<file path="src/rtl/register_file_pkg.sv">
// Shared CPU parameters used by the register file and the reorder buffer.
package register_file_pkg;

    localparam int         ROB_WIDTH_DEFAULT = 4;
    localparam int         REG_COUNT         = 32;
    localparam int         REG_ADDR_WIDTH    = 5;
    localparam int         XLEN              = 32;
    localparam logic [4:0] X0_INDEX          = 5'd0;

    // True when a register index names the hardwired zero register.
    function automatic logic is_x0(input logic [REG_ADDR_WIDTH-1:0] idx);
        return idx == X0_INDEX;
    endfunction

endpackage

</file>
<file path="src/rtl/register_file.sv">
// Architectural register file with rename tracking for a ROB-based core.
// Each register carries a busy bit and the ROB tag of its pending producer;
// a tag-to-rd table lets the ROB commit by tag alone.
module register_file
    import register_file_pkg::*;
#(
    parameter int ROB_WIDTH = ROB_WIDTH_DEFAULT
) (
    input  logic                      clk_in,
    input  logic                      rst_in,
    input  logic                      rdy_in,
    input  logic                      clear_signal,
    input  logic                      issue_signal,
    input  logic                      issue_rd_valid,
    input  logic [REG_ADDR_WIDTH-1:0] issue_rd,
    input  logic [ROB_WIDTH-1:0]      issue_tag,
    input  logic                      reg_done,
    input  logic [XLEN-1:0]           reg_value,
    input  logic [ROB_WIDTH-1:0]      reg_tag,
    input  logic [REG_ADDR_WIDTH-1:0] rs1,
    input  logic [REG_ADDR_WIDTH-1:0] rs2,
    output logic                      rs1_busy,
    output logic                      rs2_busy,
    output logic [XLEN-1:0]           rs1_value,
    output logic [XLEN-1:0]           rs2_value,
    output logic [ROB_WIDTH-1:0]      rs1_tag,
    output logic [ROB_WIDTH-1:0]      rs2_tag
);

    localparam int ROB_SIZE = 2 ** ROB_WIDTH;

    logic [XLEN-1:0]           regs     [REG_COUNT];
    logic [REG_COUNT-1:0]      busy;
    logic [ROB_WIDTH-1:0]      tags     [REG_COUNT];
    logic [REG_ADDR_WIDTH-1:0] rd_table [ROB_SIZE];

    logic                      issue_fire;
    logic                      issue_writes_rd;
    logic                      commit_fire;
    logic                      clear_fire;
    logic [REG_ADDR_WIDTH-1:0] commit_rd;
    logic                      commit_writes_rd;
    logic                      commit_tag_match;

    // A flush cancels any issue in the same cycle; commits still retire.
    assign issue_fire       = issue_signal & rdy_in & ~clear_signal;
    assign issue_writes_rd  = issue_fire & issue_rd_valid & ~is_x0(issue_rd);
    assign commit_fire      = reg_done & rdy_in;
    assign clear_fire       = clear_signal & rdy_in;
    assign commit_rd        = rd_table[reg_tag];
    assign commit_writes_rd = commit_fire & ~is_x0(commit_rd);
    assign commit_tag_match = (tags[commit_rd] == reg_tag);

    // Tag-to-rd table: remember which rd each allocated ROB line will write.
    always_ff @(posedge clk_in) begin
        if (!rst_in) begin
            for (int i = 0; i < ROB_SIZE; i++) begin
                rd_table[i] <= X0_INDEX;
            end
        end else if (issue_fire) begin
            rd_table[issue_tag] <= issue_rd_valid ? issue_rd : X0_INDEX;
        end
    end

    // Register values: committed results land here; x0 is never written.
    always_ff @(posedge clk_in) begin
        if (!rst_in) begin
            for (int i = 0; i < REG_COUNT; i++) begin
                regs[i] <= '0;
            end
        end else if (commit_writes_rd) begin
            regs[commit_rd] <= reg_value;
        end
    end

    // Busy/tag tracking: issue after commit so a same-cycle reissue stays busy.
    always_ff @(posedge clk_in) begin
        if (!rst_in) begin
            busy <= '0;
            for (int i = 0; i < REG_COUNT; i++) begin
                tags[i] <= '0;
            end
        end else if (clear_fire) begin
            busy <= '0;
        end else begin
            if (commit_writes_rd && commit_tag_match) begin
                busy[commit_rd] <= 1'b0;
            end
            if (issue_writes_rd) begin
                busy[issue_rd] <= 1'b1;
                tags[issue_rd] <= issue_tag;
            end
        end
    end

    // rs1 lookup with same-cycle commit bypass; x0 always reads as idle zero.
    always_comb begin
        rs1_busy  = 1'b0;
        rs1_value = '0;
        rs1_tag   = '0;
        if (!is_x0(rs1)) begin
            rs1_tag = tags[rs1];
            if (busy[rs1] && reg_done && (tags[rs1] == reg_tag)) begin
                rs1_value = reg_value;
            end else begin
                rs1_busy  = busy[rs1];
                rs1_value = regs[rs1];
            end
        end
    end

    // rs2 lookup, identical rules to rs1.
    always_comb begin
        rs2_busy  = 1'b0;
        rs2_value = '0;
        rs2_tag   = '0;
        if (!is_x0(rs2)) begin
            rs2_tag = tags[rs2];
            if (busy[rs2] && reg_done && (tags[rs2] == reg_tag)) begin
                rs2_value = reg_value;
            end else begin
                rs2_busy  = busy[rs2];
                rs2_value = regs[rs2];
            end
        end
    end

endmodule
</file>
<file path="config.mk">
export PLATFORM = sky130hd
export DESIGN_NAME = register_file
export DESIGN_NICKNAME = d
export VERILOG_FILES = /design/src/rtl/register_file_pkg.sv /design/src/rtl/register_file.sv
export SDC_FILE = /design/constraint.sdc
export NUM_CORES = 2
export LEC_CHECK = 0
export CAP_MARGIN = 20
export CORE_MARGIN = 2
export CORE_UTILIZATION = 50
export CTS_CLUSTER_SIZE = 30
export DETAILED_ROUTE_END_ITERATION = 12
export GPL_ROUTABILITY_DRIVEN = 0
export PLACE_DENSITY = 0.66
export SETUP_SLACK_MARGIN = 0.15
export SYNTH_ARGS = -nofsm -noshare
export SYNTH_HDL_FRONTEND = slang
export SYNTH_SLANG_ARGS = --single-unit
</file>
<file path="constraint.sdc">
create_clock -name clk_in -period 6.5 [get_ports clk_in]
set_clock_uncertainty 0.1 [all_clocks]
set_input_delay 0.975 -clock clk_in [delete_from_list [all_inputs] [get_ports clk_in]]
set_output_delay 0.975 -clock clk_in [all_outputs]
set_load 0.02 [all_outputs]
</file>
==> results.yml <==
die:
  core_area_mm2: 0.136
  design.die.area_mm2: 0.140
  std_cell_rows: 135
  dieWidth_um: 375
  io_pins: 136
  start_util: 0.505
  die_h_um: 375
critical_path:
  r2r_cells: 11
  path_max_fanout: 49
  cp-end-kind: "primary output"
  worstSetupPathType: "input pin to primary output"
  start_kind: "input pin"
  critical_path_required_ns: 5.42
  arrival_ns: 5.16
timing:
  slew_headroom: 0.243
  hold_viol: 0
  tightest_slew_ns: 1.13
  slew_viol_final: 0
  fin_crit_ns: 6.23
  fmax_mhz: 160
  final.setup.tns_ns: 0
  setup_viol: 0
  period_share: 0.959
  rsz0062_at_grt: "false"
placed_design:
  dp_hpwl_um: 134000
  placed_area_mm2: 0.0732
  io_buffers: 135
run_status:
  outcome: "complete, no violations"
synth:
  ys_ff_latch: 1264
  ys_types: 61
  synth_xor_area_frac: 0.00115
  yosysWarnings: 0
  synth_top_family_by_area: "multiplexers"
  syn_area_mm2: 0.0686
  synthArstFlopShare: 0
  postSynthAreaPerCell_um2: 15.3
  synth_ff_type: "edfxtp_1"
  yosys.area_share.adder: 0
  syn_inst: 4481
  synth_compound_area_frac: 0.0178
  synth.yosys.seq_area_share: 0.548
  synth_mux_area_frac: 0.270
  synthSimpleGateAreaFrac: 0.135
  synth-edff-count: 1232
cts:
  postCtsSetupBuffers: 0
  cts_resized: 0
  cts-buffers-inserted: 141
  clk_path_buf_depth: 3
  cts_sinks: 1264
  clk_latency_ns: 0.78
  htreeDepth: 4
  cts.hold.buffers_added: 0
  clk_pin_slew_ns: 0.05
  cts_tree: "yes"
  clockRootBuffer: "clkbuf_16"
final_layout:
  final_area_mm2: 0.0781
  area_growth_pct: 13.7
  final_nets: 4596
  drive_gt1_frac: 0.272
  postLayoutCoreUtil: 0.575
hold_path:
  hold_path.class: "flop to flop"
  whs_path_depth: 2
global_route:
  grt_remaining_overflow: 0
  grt_usage: 0.324
  antenna_found_initial: 13
  grt_pass1_wl_um: 321000
  grt_max_degree: 129
  grt_pass1_vias: 43200
route:
  route.detailed.drc: 0
  avgViaCountPerCell: 6.79
  drt-pass1-iter-count: 6
  wirelength_um: 227000
  dr.first_iter.drc_count: 6923
  via_count: 43600
  ant_nets: 0
  wl_per_cell_um: 35.3
pwr:
  powerDensity_mw_per_mm2: 255
  ir_drop_mv: 0.275
  leakage_nw: 28.2
flow_run:
  maxCapViolCount: 0
report_power, final:
part / total (W) / internal (W) / switching (W)
clock network: 0.00794 / 0.00452 / 0.00342
logic: 0.00263 / 0.00109 / 0.00154
registers: 0.00935 / 0.00920 / 0.000148
total: 0.0199 / 0.0148 / 0.00511
metal layers:
layer | track usage | part of all wire
met1 | 0.447 | 0.37
met2 | 0.505 | 0.47
met3 | 0.0669 | 0.12
met4 | 0.136 | 0.045
met5 | 0 | 0.000088
layout by cell type (no fill, tap or decap), types with 22 or more instances in the layout:
cell type        synthesis  final
a211oi_1                32     32
a21oi_1                 38     37
a2bb2oi_1               23     23
and2_1                1026   1026
and3_1                  99     99
buf_12                   0     44
buf_4                    6    150
clkbuf_1               372     28
clkbuf_16                0    149
clkdlybuf4s50_1          0    124
clkinv_1                 0     25
conb_1                   1     36
dfxtp_1                 32     32
edfxtp_1              1232   1232
mux2i_1                130    130
mux4_2                 756    756
nand2_1                190    190
nand3_1                 25     22
nor2_1                 249    215
nor2_4                   0     33
o21ai_4                  0     31
worst max-delay path: stages:
cell and delay, ns:
buf_8 0.44, mux4_2 0.60, mux4_2 0.50, mux2i_1 0.39
xor2_1 0.21, nand3_1 0.11, nor4_2 0.16, buf_4 0.32
buf_4 0.35, nor2_1 0.08, a21oi_1 0.12, nor2_1 0.15
clkdlybuf4s50_1 0.66
registers in the layout (all words and copies together), names as in the netlist:
| name | count |
|---|---|
| busy | 32 |
| rd_table | 80 |
| regs | 1024 |
| tags | 128 |
cells in the mapped netlist, types with 2 or more instances:
cell       instances  area (µm²)
nand2_1          190         713
buf_2             25         125
clkbuf_1         372        1400
dfxtp_1           32         641
nand4_2            4        50.1
xnor2_1            7        61.3
o2111ai_1          3        26.3
a21o_1             8        60.1
a2bb2oi_1         23         201
mux2_2             8        90.1
nor2b_1            7        43.8
o31a_1            10        87.6
a31oi_1            2        12.5
mux2i_1          130        1300
a21oi_1           38         190
and4_1             3        26.3
xor2_1             2        17.5
buf_6              5        56.3
and3b_1            2        17.5
inv_1              3        11.3
mux2_4             2        30.0
nand4_1           16         100
mux4_2           756       17000
edfxtp_1        1232       37000
buf_1             59         221
a32oi_1            5        43.8
and2_1          1026        6420
nor4_1             7        43.8
or4_1              2        15.0
a22oi_1            2        15.0
nand3_1           25         125
mux4_1             3        78.8
mux2i_2            2        27.5
nor3_1            14        70.1
a221oi_1           2        17.5
nor2_1           249         935
nand2b_1           3        18.8
buf_4              6        45.0
a211oi_1          32         240
o21ai_0           41         205
and3_1            99         619
o22ai_1            5        31.3
stage by stage:
| step | hold slack, ns | worst slack (ns) | std cells | power [W] |
|---|---|---|---|---|
| after floorplan | 0.338 | 0.419 | 4516 | 0.0110 |
| after global placement | 0.350 | 0.363 | 6154 | 0.0120 |
| after detailed placement | 0.359 | 0.340 | 6155 | 0.0121 |
| after CTS | 0.366 | 0.333 | 6401 | 0.0199 |
| after global routing | 0.387 | 0.168 | 6419 | 0.0204 |
| final | 0.363 | 0.266 | 6427 | 0.0199 |
cell type report:
type	instances	area, µm²
Inverter	4	15.0
Tap cell	1781	2230
Fill cell	10500	57700
Clock inverter	73	733
Multi-Input combinational cell	2781	29900
Antenna cell	9	22.5
Timing Repair Buffer	342	3780
Sequential cell	1264	37600
Clock buffer	173	3720
worst paths after layout:
path | start | end | slack, ns
setup reg to reg | rd_table[14][1]$_SDFFCE_PN0P_ | regs[16][10]$_SDFFCE_PN0P_ | 2.17
setup / recovery | rs1[0] | rs1_value[31] | 0.27
hold reg to reg | busy[18]$_SDFF_PP0_ | busy[18]$_SDFF_PP0_ | 0.36
hold / removal | busy[18]$_SDFF_PP0_ | busy[18]$_SDFF_PP0_ | 0.36
logic make-up (layout without fill, tap and decap cells):
group / count (synthesis) / count (layout)
AOI/OAI and AO/OA: 180 / 180
and+or+nand+nor: 1655 / 1655
muxes: 901 / 901
buffers and inverters: 471 / 592
xor gates and xnor gates: 9 / 9
DFF: 1264 / 1264
other: 1 / 45
Power figures use the tool's default switching activity.
